[config.mk]
export PLATFORM = sky130hd
export DESIGN_NAME = motor_pwm_gen
export DESIGN_NICKNAME = d
export VERILOG_FILES = /design/src/rtl/motor_pwm_gen.sv
export SDC_FILE = /design/constraint.sdc
export NUM_CORES = 1
export LEC_CHECK = 0
export ABC_AREA = 0
export CORE_ASPECT_RATIO = 1.2
export CORE_MARGIN = 2
export CORE_UTILIZATION = 58
export DETAILED_ROUTE_END_ITERATION = 12
export PLACE_DENSITY_LB_ADDON = 0.08
export RECOVER_POWER = 100
export REMOVE_ABC_BUFFERS = 1
export SLEW_MARGIN = 25
export SYNTH_ARGS = -nofsm -noshare
export SYNTH_HDL_FRONTEND = slang
export SYNTH_SLANG_ARGS = --single-unit
[constraint.sdc]
create_clock -name clk -period 3.7 [get_ports clk]
set_input_delay 0.74 -clock clk [delete_from_list [all_inputs] [get_ports clk]]
set_output_delay 0.74 -clock clk [all_outputs]
set_load 0.02 [all_outputs]
[src/rtl/motor_pwm_gen.sv]
// Per-motor PWM generator: ramp-limited duty, boundary-sampled speed/direction,
// and a brake -> dead-time -> flip sequence whenever the requested direction changes.
module motor_pwm_gen #(
    parameter int PRESCALE     = 4,
    parameter int RAMP_STEP    = 8,
    parameter int DEAD_PERIODS = 2
) (
    input  logic       clk,
    input  logic       rst_n,
    input  logic       enable,
    input  logic [7:0] duty_in,
    input  logic       dir_in,
    output logic       pwm_out,
    output logic       dir_out,
    output logic [6:0] duty_active,
    output logic       period_start,
    output logic       reversing
);
    localparam int PW = (PRESCALE > 1) ? $clog2(PRESCALE) : 1;
    localparam int DW = (DEAD_PERIODS > 1) ? $clog2(DEAD_PERIODS + 1) : 1;
    localparam logic [PW-1:0] PRESC_MAX = PW'(PRESCALE - 1);
    localparam logic [DW-1:0] DEAD_LOAD = DW'(DEAD_PERIODS);
    localparam logic [7:0]    STEP      = 8'(RAMP_STEP);
    localparam logic [6:0]    CNT_MAX   = 7'd126;

    typedef enum logic [1:0] {IDLE, RUN, BRAKE, DEAD} state_t;

    state_t        state;
    logic [PW-1:0] presc;
    logic [6:0]    pwm_cnt;
    logic [DW-1:0] dead_cnt;
    logic          pending_dir;
    logic          tick;
    logic          boundary;
    logic [7:0]    cur;
    logic [7:0]    tgt;
    logic [7:0]    ramp_val;
    logic [7:0]    brake_val;

    assign tick     = (presc == PRESC_MAX);
    assign boundary = tick && (pwm_cnt == CNT_MAX);
    assign cur      = {1'b0, duty_active};
    assign tgt      = duty_in & 8'h7F;

    // Move toward target by at most STEP; landing exactly on target avoids overshoot.
    always_comb begin
        brake_val = (cur > STEP) ? cur - STEP : 8'd0;
        if (tgt > cur)
            ramp_val = (tgt - cur > STEP) ? cur + STEP : tgt;
        else
            ramp_val = (cur - tgt > STEP) ? cur - STEP : tgt;
    end

    always_ff @(posedge clk or negedge rst_n) begin
        if (!rst_n) begin
            state        <= IDLE;
            presc        <= '0;
            pwm_cnt      <= '0;
            dead_cnt     <= '0;
            pending_dir  <= 1'b0;
            pwm_out      <= 1'b0;
            dir_out      <= 1'b0;
            duty_active  <= '0;
            period_start <= 1'b0;
            reversing    <= 1'b0;
        end else if (!enable) begin
            // dir_out is deliberately kept: the motor still turns the last applied way.
            state        <= IDLE;
            presc        <= '0;
            pwm_cnt      <= '0;
            dead_cnt     <= '0;
            pending_dir  <= 1'b0;
            pwm_out      <= 1'b0;
            duty_active  <= '0;
            period_start <= 1'b0;
            reversing    <= 1'b0;
        end else if (state == IDLE) begin
            state        <= RUN;
            presc        <= '0;
            pwm_cnt      <= '0;
            pwm_out      <= 1'b0;
            period_start <= 1'b0;
        end else begin
            period_start <= boundary;
            pwm_out      <= ((state == RUN) || (state == BRAKE)) && (pwm_cnt < duty_active);
            if (tick) begin
                presc   <= '0;
                pwm_cnt <= (pwm_cnt == CNT_MAX) ? 7'd0 : pwm_cnt + 7'd1;
            end else begin
                presc   <= presc + PW'(1);
            end
            if (boundary) begin
                case (state)
                    RUN: begin
                        if (dir_in != dir_out) begin
                            pending_dir <= dir_in;
                            reversing   <= 1'b1;
                            if (duty_active == 7'd0) begin
                                state    <= DEAD;
                                dead_cnt <= DEAD_LOAD;
                            end else begin
                                state       <= BRAKE;
                                duty_active <= brake_val[6:0];
                            end
                        end else begin
                            duty_active <= ramp_val[6:0];
                        end
                    end
                    BRAKE: begin
                        if (duty_active == 7'd0) begin
                            state    <= DEAD;
                            dead_cnt <= DEAD_LOAD;
                        end else begin
                            duty_active <= brake_val[6:0];
                        end
                    end
                    DEAD: begin
                        if (dead_cnt <= DW'(1)) begin
                            dead_cnt  <= '0;
                            dir_out   <= pending_dir;
                            state     <= RUN;
                            reversing <= 1'b0;
                        end else begin
                            dead_cnt <= dead_cnt - DW'(1);
                        end
                    end
                    default: ;
                endcase
            end
        end
    end
endmodule

==> results of run 1 <==
==> placed cells by master, fill, tap and decap left out, drive strengths merged, types with 3 or more instances in the layout <==
master,count
nor2,28
a21oi,15
o31ai,6
o22ai,3
o21a,6
xnor2,3
nand2,22
o21ai,22
clkbuf,5
clkdlybuf4s50,8
nor3,7
a21o,4
nor4,4
nor2b,6
dlygate4sd3,13
nand3,3
nand2b,6
a22o,4
dfrtp,25
inv,24
buf,20
ha,29
or3,3
mux2,3
mux2i,6
==> worst max path at each step <==
stage                     startpoint                          to  cells past startpoint
after floorplan           duty_in[0]  duty_active[0]$_DFFE_PN0P_                     11
after global placement    duty_in[0]  duty_active[0]$_DFFE_PN0P_                     12
after detailed placement  duty_in[0]  duty_active[0]$_DFFE_PN0P_                     12
after CTS                 duty_in[0]  duty_active[0]$_DFFE_PN0P_                     12
after global routing      duty_in[0]  duty_active[0]$_DFFE_PN0P_                     12
final                     duty_in[0]  duty_active[0]$_DFFE_PN0P_                     12
==> stage by stage <==
stage | setup TNS (ns) | power [W] | cell area, µm² | instances
after CTS | 0 | 0.000762 | 2770 | 370
after global routing | -0.163 | 0.000806 | 2770 | 370
after detailed placement | -0.756 | 0.000601 | 2720 | 366
after global placement | -0.461 | 0.000595 | 2720 | 366
final | 0 | 0.000751 | 2770 | 370
after floorplan | 0 | 0.000507 | 2280 | 269
==> sequential cells by signal (all words and copies together), names as in the netlist <==
name          cells
dead_cnt          2
dir_out           1
duty_active       7
pending_dir       1
period_start      1
presc             2
pwm_cnt           7
pwm_out           1
reversing         1
state             2
==> Yosys cell counts, types with 3 or more instances <==
library cell / n / area (µm²)
or3_1: 3 / 18.8
o21ai_0: 21 / 105
o22ai_1: 3 / 18.8
a21oi_1: 14 / 70.1
a21o_1: 4 / 30.0
nand2_1: 22 / 82.6
nor2_1: 27 / 101
nand2b_1: 6 / 37.5
nor4_1: 4 / 25.0
nand3_1: 3 / 15.0
a22o_1: 4 / 35.0
nor3_1: 7 / 35.0
clkbuf_1: 5 / 18.8
ha_1: 29 / 363
dfrtp_1: 25 / 626
o21a_1: 6 / 45.0
nor2b_1: 5 / 31.3
inv_1: 24 / 90.1
o31ai_1: 6 / 45.0
xnor2_1: 3 / 26.3
mux2i_1: 6 / 60.1
==> power by group through the flow <==
stage                     logic, W  registers, W  clock network [W]
after detailed placement  0.000281      0.000321                  0
after CTS                 0.000283      0.000314           0.000164
final                     0.000279      0.000314           0.000158
after global routing      0.000314      0.000317           0.000175
after floorplan           0.000186      0.000321                  0
after global placement    0.000277      0.000318                  0
==> area by class of cell <==
type                       count  area (µm²)
sequential                    25         626
inverter                      24        90.1
fill                         330        1140
timing repair buffer          43         368
tap                           54        67.6
multi-input combinational    220        1580
clock buffer                   3        41.3
clock inverter                 1        5.00
==> cell families (layout without fill, tap and decap cells) <==
| group | after synthesis | in the layout | share of synthesized area, % |
|---|---|---|---|
| muxes | 9 | 9 | 4.19 |
| adders and majority gates | 30 | 30 | 16.4 |
| DFF | 25 | 25 | 26.9 |
| buffers and inverters | 33 | 71 | 6.01 |
| xor gates and xnor gates | 5 | 5 | 1.88 |
| and+or+nand+nor | 94 | 94 | 20.6 |
| AOI/OAI and AO/OA | 82 | 82 | 24.0 |
==> routing by layer <==
layer	track usage (%)	vias up	wire (µm)
li1	-	1086	-
met1	33.1	1017	2340
met2	44.4	39	2670
met3	2.29	11	119
met4	8.27	0	98
met5	0	-	0
==> worst register-to-register path: cells and delay by family, from the launching register on <==
kind                       cells  cell delay [ns]
AOI/OAI and AO/OA              5             0.97
adders and majority gates      2             0.64
and+or+nand+nor                2             0.60
DFF                            1             0.46
muxes                          1             0.31
==> flow_metrics.env, run 1 <==
export IMPL_status="complete, no violations"
export IMPL_port_buffers=21
export IMPL_post_cts_resized=0
export IMPL_grt_pass1_wl_um=8900
export IMPL_dieWidth_um=61.9
export IMPL_ys_warn_count=0
export IMPL_crit_fanout=4
export IMPL_fp_dieArea_um2=4540
export IMPL_combPwrFrac_pct=37.2
export IMPL_dr_pass1_iters=4
export IMPL_clkLatencyLatePin_ns=0.27
export IMPL_cp_slowest_stage_delay_ns=0.48
export IMPL_antenna_found_initial=0
export IMPL_hold_path_startpoint="presc[0]$_DFF_PN0_"
export IMPL_drive_above_1_share_pct=12.0
export IMPL_p_seq_share_pct=41.7
export IMPL_overflow=0
export IMPL_postCtsHoldBufs=0
export IMPL_syn_to_final_growth_pct=19.0
export IMPL_cts_tree="yes"
export IMPL_drt_iter0_markers=121
export IMPL_critical_path_slowest_cell="clkdlybuf4s50_1"
export IMPL_p_leak_nw=1.28
export IMPL_p_clk_share_pct=21.1
export IMPL_clk_path_buf_depth=2
export IMPL_holdWs_ns=0.456
export IMPL_clock_root_buffer="clkbuf_8"
export IMPL_ys_flop_type="dfrtp_1"
export IMPL_track_usage_pct=25.7
export IMPL_crit_type="primary input to register"
export IMPL_h_tree_depth=1
export IMPL_drcViolationCount=0
export IMPL_worst_ep_required_time_ns=3.86
export IMPL_hold_end="presc[0]$_DFF_PN0_"
export IMPL_initial_utilization_pct=59.6
export IMPL_ys_ff_latch=25
export IMPL_ys_types=60
export IMPL_hold_depth=1
export IMPL_place_gp_congestion=0.918
export IMPL_setup_ws_ns=0.0940
export IMPL_final_antenna_net_count=0
export IMPL_fin_nets=359
export IMPL_netSwitchingFraction_pct=34.7
export IMPL_via_per_inst=5.82
export IMPL_yosysSeqAreaShare_pct=26.9
export IMPL_wire_per_inst_um=14.1
export IMPL_cp_end_kind="register"
export IMPL_rows=25
export IMPL_r2r_setup_slack_ns=0.62
export IMPL_postCtsSetupRepairBufs=0
export IMPL_clock_sinks=25
export IMPL_finalHoldViolCount=0
export IMPL_p_sw_w=0.000261
export IMPL_syn_inst=278
export IMPL_clk_pin_slew_ns=0.08
export IMPL_postSynthAreaPerCell_um2=8.38
export IMPL_slew_viol_final=0
export IMPL_cts_buffers_inserted=3
export IMPL_grt_max_degree=26
export IMPL_synth_edf_count=0
export IMPL_hold_path_class="register to register"
export IMPL_fin_crit_ns=3.61
export IMPL_hpwl_um=4060
export IMPL_rr_endpoint="duty_active[0]$_DFFE_PN0P_"
export IMPL_netlist_area_um2=2330
export IMPL_maxCapViolCount=0
export IMPL_p_int_w=0.000490
export IMPL_crit_chain="clkdlybuf4s50_1, inv_1, ha_1, fa_1, nand2b_4, a21oi_2, o31a_1, o32ai_1, or4_4, mux2_4, a31o_1, a22o_1"
export IMPL_grt_pass1_vias=2035
export IMPL_reg2reg_depth=10
export IMPL_finalSetupViolations=0
export IMPL_skew_ns=0.00374
export IMPL_finalCritPeriodShare_pct=97.5
export IMPL_coreArea_um2=3910
export IMPL_fmax_mhz=277
export IMPL_dp_slack_ns=-0.208
export IMPL_relSlewSlack_pct=10.1
export IMPL_async_flop_share_pct=100
export IMPL_diodes=0
export IMPL_io_pins=23
export IMPL_critPathTopFamily="compound AO/OA/AOI/OAI gates"
export IMPL_worst_ep_arrival_time_ns=3.77
export IMPL_cp_num_buf_inv=2
export IMPL_p_per_area_nw_per_um2=271
export IMPL_setup_worst_path_start_class="primary input"
export IMPL_die_y_um=73.4
export IMPL_via_count=2153
export IMPL_r2r_start="duty_active[0]$_DFFE_PN0P_"
export IMPL_worst_slew_pin_transition_ns=1.35
export IMPL_wirelength_um=5230
export IMPL_fin_util_pct=70.9
export IMPL_ir_drop_mv=0.318
Note: power is estimated with default switching activity, not from simulation.
==> run 2, diff against run 1 <==
- PLACE_DENSITY: default -> 0.81
- PLACE_DENSITY_LB_ADDON: 0.08 -> default
==> run 2 against run 1 <==
Net effect: die area unchanged; highest routed layer unchanged; non-clock buffer count decreased by 2; register-to-register slack got worse by 0.03 ns.
==> flow_metrics.env, run 2 (synthesized netlist as in run 1, its figures left out) <==
export IMPL_reg2reg_depth=10
export IMPL_slew_viol_final=0
export IMPL_final_cell_mix="29 x ha_1, 27 x nor2_1, 25 x dfrtp_1"
export IMPL_fin_crit_ns=3.57
export IMPL_r2r_start="duty_active[3]$_DFFE_PN0P_"
export IMPL_grt_met2_usage_pct=47.4
export IMPL_rows=25
export IMPL_p_per_area_nw_per_um2=275
export IMPL_fmax_mhz=280
export IMPL_busiest_layer="met2"
export IMPL_r2r_setup_slack_ns=0.59
export IMPL_p_leak_nw=1.26
export IMPL_fill_cells=314
export IMPL_clk_pin_slew_ns=0.09
export IMPL_diodes=0
export IMPL_crit_chain="clkdlybuf4s50_1, inv_1, ha_1, fa_1, nand2b_1, a21oi_2, o31a_1, o32ai_1, or4_4, mux2_4, a31o_1, a22o_1"
export IMPL_clock_sinks=25
export IMPL_via_per_inst=5.88
export IMPL_clock_root_buffer="clkbuf_8"
export IMPL_cp_slowest_stage_delay_ns=0.48
export IMPL_final_antenna_net_count=0
export IMPL_regArea_um2=626
export IMPL_finalSetupViolations=0
export IMPL_dpl_cell_area_um2=2700
export IMPL_h_tree_depth=1
export IMPL_postCtsSetupRepairBufs=0
export IMPL_worst_slew_pin_transition_ns=1.30
export IMPL_clkLatencyLatePin_ns=0.27
export IMPL_worst_ep_required_time_ns=3.87
export IMPL_ir_drop_mv=0.353
export IMPL_hold_end="presc[0]$_DFF_PN0_"
export IMPL_status="complete, no violations"
export IMPL_via_count=2165
export IMPL_maxCapViolCount=0
export IMPL_worst_ep_arrival_time_ns=3.74
export IMPL_relSlewSlack_pct=13.6
export IMPL_grt_max_degree=26
export IMPL_antenna_found_initial=0
export IMPL_drive_above_1_share_pct=10.8
export IMPL_initial_utilization_pct=59.6
export IMPL_fp_dieArea_um2=4540
export IMPL_hold_depth=1
export IMPL_wire_per_inst_um=14.3
export IMPL_io_pins=23
export IMPL_top_regs="duty_active x7, pwm_cnt x7"
export IMPL_drt_iter0_markers=137
export IMPL_track_usage_pct=26.0
export IMPL_finalCritPeriodShare_pct=96.5
export IMPL_clk_path_buf_depth=2
export IMPL_setup_worst_path_start_class="primary input"
export IMPL_rr_endpoint="duty_active[0]$_DFFE_PN0P_"
export IMPL_crit_fanout=4
export IMPL_wirelength_um=5280
export IMPL_use_met3_pct=1.76
export IMPL_port_buffers=21
export IMPL_use_met1_pct=30.5
export IMPL_syn_to_final_growth_pct=17.7
export IMPL_hold_path_class="register to register"
export IMPL_design_area_um2=2740
export IMPL_fin_nets=357
export IMPL_grt_pass1_wl_um=9060
export IMPL_overflow=0
export IMPL_hold_path_startpoint="presc[0]$_DFF_PN0_"
export IMPL_die_y_um=73.4
export IMPL_skew_ns=0.00244
export IMPL_cts_buffers_inserted=3
export IMPL_rsz0062_at_grt="no"
export IMPL_grt_pass1_vias=2130
export IMPL_cp_end_kind="register"
export IMPL_crit_type="primary input to register"
export IMPL_hpwl_um=4200
export IMPL_critical_path_slowest_cell="clkdlybuf4s50_1"
export IMPL_coreArea_um2=3910
export IMPL_multi_input_area_um2=1570
export IMPL_place_gp_congestion=0.871
export IMPL_dr_pass1_iters=4
export IMPL_drcViolationCount=0
export IMPL_cts_tree="yes"
export IMPL_finalHoldViolCount=0
export IMPL_mostFrequentLayoutCell="ha_1"
export IMPL_dieWidth_um=61.9
export IMPL_tns_ns=0
run 2: cell count changes in the layout (fill, tap and decap cells not counted):
cell / delta
nand2b_1: +1
dlygate4sd3_1: -1
a32o_1: +1
clkbuf_1: +1
buf_4: -2
a32o_2: -1
nand2b_4: -1
run 2: final cells by class:
| cell class | count | share of cell area [%] |
|---|---|---|
| repair buffers | 41 | 12.6 |
| multi-input cells | 220 | 57.1 |
| well taps | 54 | 2.46 |
| inverters | 24 | 3.28 |
| flip-flops and latches | 25 | 22.8 |
| clock inverters | 1 | 0.182 |
| clock buffers | 3 | 1.51 |
run 2: how the worst max path moves through the flow:
stage | cells past startpoint | endpoint | startpoint
CTS | 12 | duty_active[0]$_DFFE_PN0P_ | duty_in[0]
global placement | 12 | duty_active[0]$_DFFE_PN0P_ | duty_in[0]
finish | 12 | duty_active[0]$_DFFE_PN0P_ | duty_in[0]
detailed placement | 12 | duty_active[0]$_DFFE_PN0P_ | duty_in[0]
floorplan | 11 | duty_active[0]$_DFFE_PN0P_ | duty_in[0]
global route | 12 | duty_active[1]$_DFFE_PN0P_ | duty_in[0]
run 2: repair_timing:
| item | 4_1_cts | 5_1_grt |
|---|---|---|
| hold buffers | 0 | 0 |
| endpoints found under the setup margin | 0 | 3 |
| resized for setup | 0 | 1 |
run 2: critical path, delay by kind of cell:
| family | cells | cell delay (ns) |
|---|---|---|
| muxes | 1 | 0.31 |
| adders and majority gates | 2 | 0.61 |
| AOI/OAI and AO/OA | 5 | 0.93 |
| and+or+nand+nor | 2 | 0.62 |
| buffers and inverters | 2 | 0.53 |
run 2: stage by stage:
stage,total power (W),instances,utilization [%],hold slack (ns),setup slack [ns]
floorplan,0.000507,269,-,0.415,0.442
global placement,0.000590,364,69.2,0.427,-0.149
detailed placement,0.000598,364,69.1,0.434,-0.189
CTS,0.000762,368,70.3,0.446,0.103
global route,0.000811,368,70.1,0.466,0.0210
finish,0.000754,368,70.1,0.445,0.131
run 2: where the power goes:
group / leakage (nW) / switching (W) / total (W) / internal, W
clock: 0.0255 / 0.0000907 / 0.000166 / 0.0000756
combinational: 0.891 / 0.000158 / 0.000274 / 0.000116
sequential: 0.342 / 0.0000163 / 0.000313 / 0.000297
run 2: per-layer routing:
layer / vias to the layer above / share of wire [%]
met5: - / 0
met4: 0 / 2.0
met3: 9 / 1.8
met2: 46 / 53
met1: 1029 / 43
li1: 1081 / -
==> run 3, diff against run 2 <==
- CORE_UTILIZATION: 58 -> 55
- PLACE_DENSITY: 0.81 -> 0.77
- SKIP_CTS_REPAIR_TIMING: default -> 1
==> run 3 against run 2 <==
Net effect: first-iteration DRC count decreased by 20%; setup slack improved by 0.019 ns; register-to-register slack about the same; critical path depth unchanged; largest power group unchanged; largest cell class unchanged; die area is 5.1% higher; combinational power is 2% higher.
==> flow_metrics.env, run 3 (synthesized netlist as in run 1, its figures left out) <==
export IMPL_via_per_inst=5.88
export IMPL_io_pins=23
export IMPL_slew_viol_final=0
export IMPL_finalCritPeriodShare_pct=95.9
export IMPL_drive_above_1_share_pct=11.5
export IMPL_fin_nets=356
export IMPL_cp_end_kind="register"
export IMPL_syn_to_final_growth_pct=17.7
export IMPL_rsz0062_at_grt="no"
export IMPL_drcViolationCount=0
export IMPL_cts_buffers_inserted=3
export IMPL_drt_iter0_markers=110
export IMPL_top_regs="duty_active x7, pwm_cnt x7"
export IMPL_wire_per_inst_um=14.6
export IMPL_die_y_um=75.3
export IMPL_design_area_um2=2740
export IMPL_maxCapViolCount=0
export IMPL_critical_path_slowest_cell="clkdlybuf4s50_1"
export IMPL_dp_slack_ns=-0.191
export IMPL_crit_chain="clkdlybuf4s50_1, inv_1, ha_1, fa_2, nand2b_1, a21oi_2, o31a_1, o32ai_1, or4_4, mux2_4, a31o_1, a22o_1"
export IMPL_dieWidth_um=63.4
export IMPL_wirelength_um=5370
export IMPL_clk_path_buf_depth=2
export IMPL_fmax_mhz=282
export IMPL_crit_fanout=4
export IMPL_worst_ep_arrival_time_ns=3.71
export IMPL_clk_pin_slew_ns=0.09
export IMPL_fill_cells=356
export IMPL_rows=25
export IMPL_skew_ns=0.00521
export IMPL_fp_dieArea_um2=4770
export IMPL_finalHoldViolCount=0
export IMPL_worst_slew_pin_transition_ns=1.38
export IMPL_port_buffers=21
export IMPL_overflow=0
export IMPL_clkLatencyLatePin_ns=0.27
export IMPL_worst_ep_required_time_ns=3.86
export IMPL_p_leak_nw=1.26
export IMPL_finalSetupViolations=0
export IMPL_track_usage_pct=24.3
export IMPL_final_antenna_net_count=0
export IMPL_hold_path_class="register to register"
export IMPL_final_cell_mix="29 x ha_1, 27 x nor2_1, 25 x dfrtp_1"
export IMPL_grt_max_degree=26
export IMPL_hpwl_um=4100
export IMPL_fin_crit_ns=3.55
export IMPL_antenna_found_initial=0
export IMPL_report_power_total_w=0.000751
export IMPL_clock_sinks=25
export IMPL_grt_pass1_wl_um=9400
export IMPL_clock_root_buffer="clkbuf_8"
export IMPL_grt_pass1_vias=2244
export IMPL_place_gp_congestion=0.904
export IMPL_crit_type="primary input to register"
export IMPL_mostFrequentLayoutCell="ha_1"
export IMPL_coreArea_um2=4000
export IMPL_cp_slowest_stage_delay_ns=0.47
export IMPL_cts_tree="yes"
export IMPL_status="complete, no violations"
export IMPL_setup_worst_path_start_class="primary input"
export IMPL_ir_drop_mv=0.302
export IMPL_dr_pass1_iters=4
export IMPL_dpl_cell_area_um2=2690
export IMPL_h_tree_depth=1
export IMPL_initial_utilization_pct=58.2
export IMPL_p_per_area_nw_per_um2=274
export IMPL_diodes=0
export IMPL_relSlewSlack_pct=7.88
export IMPL_via_count=2157
export IMPL_setup_ws_ns=0.150
run 3: path summary, 6_finish.rpt:
path / from / to / slack (ns) / depth (start not counted)
min in group asynchronous: rst_n / state[1]$_DFFE_PN0P_ / 0.77 / 1
min: presc[0]$_DFF_PN0_ / presc[0]$_DFF_PN0_ / 0.45 / 1
max reg2reg: duty_active[3]$_DFFE_PN0P_ / duty_active[6]$_DFFE_PN0P_ / 0.60 / 13
min reg2reg: presc[0]$_DFF_PN0_ / presc[0]$_DFF_PN0_ / 0.45 / 1
max: duty_in[0] / duty_active[0]$_DFFE_PN0P_ / 0.15 / 12
max in group asynchronous: rst_n / duty_active[3]$_DFFE_PN0P_ / 2.12 / 1
run 3: power by group:
group,internal [W],total [W],switching [W]
clock network,0.0000753,0.000159,0.0000833
logic,0.000117,0.000279,0.000162
registers,0.000297,0.000314,0.0000174
total,0.000488,0.000751,0.000263
run 3: layout make-up:
class	count	area, µm²	area share [%]
Timing Repair Buffer	40	343	12.5
Sequential cell	25	626	22.8
Clock buffer	3	41.3	1.51
Tap cell	54	67.6	2.46
Multi-Input combinational cell	220	1570	57.3
Clock inverter	1	5.00	0.182
Inverter	24	90.1	3.28
run 3: stage by stage:
stage                     util, %  hold WS [ns]  setup TNS (ns)  instances
after floorplan                 -         0.415               0        269
after global placement       67.3         0.435          -0.531        362
after detailed placement     67.1         0.440          -0.698        362
after CTS                    68.3         0.452               0        366
after global routing         68.5         0.480               0        367
final                        68.5         0.453               0        367
run 3: critical path: cells and delay by family:
kind	cells	cell delay (ns)
AOI/OAI and AO/OA	5	0.94
muxes	1	0.32
and+or+nand+nor	2	0.62
buffers and inverters	2	0.52
adders and majority gates	2	0.56
run 3: routing by layer:
metal | track usage (%) | up-vias | share of wire, %
li1 | - | 1072 | -
met1 | 28.3 | 1015 | 44
met2 | 44.1 | 50 | 49
met3 | 3.10 | 20 | 3.2
met4 | 13.3 | 0 | 3.0
met5 | 0 | - | 0
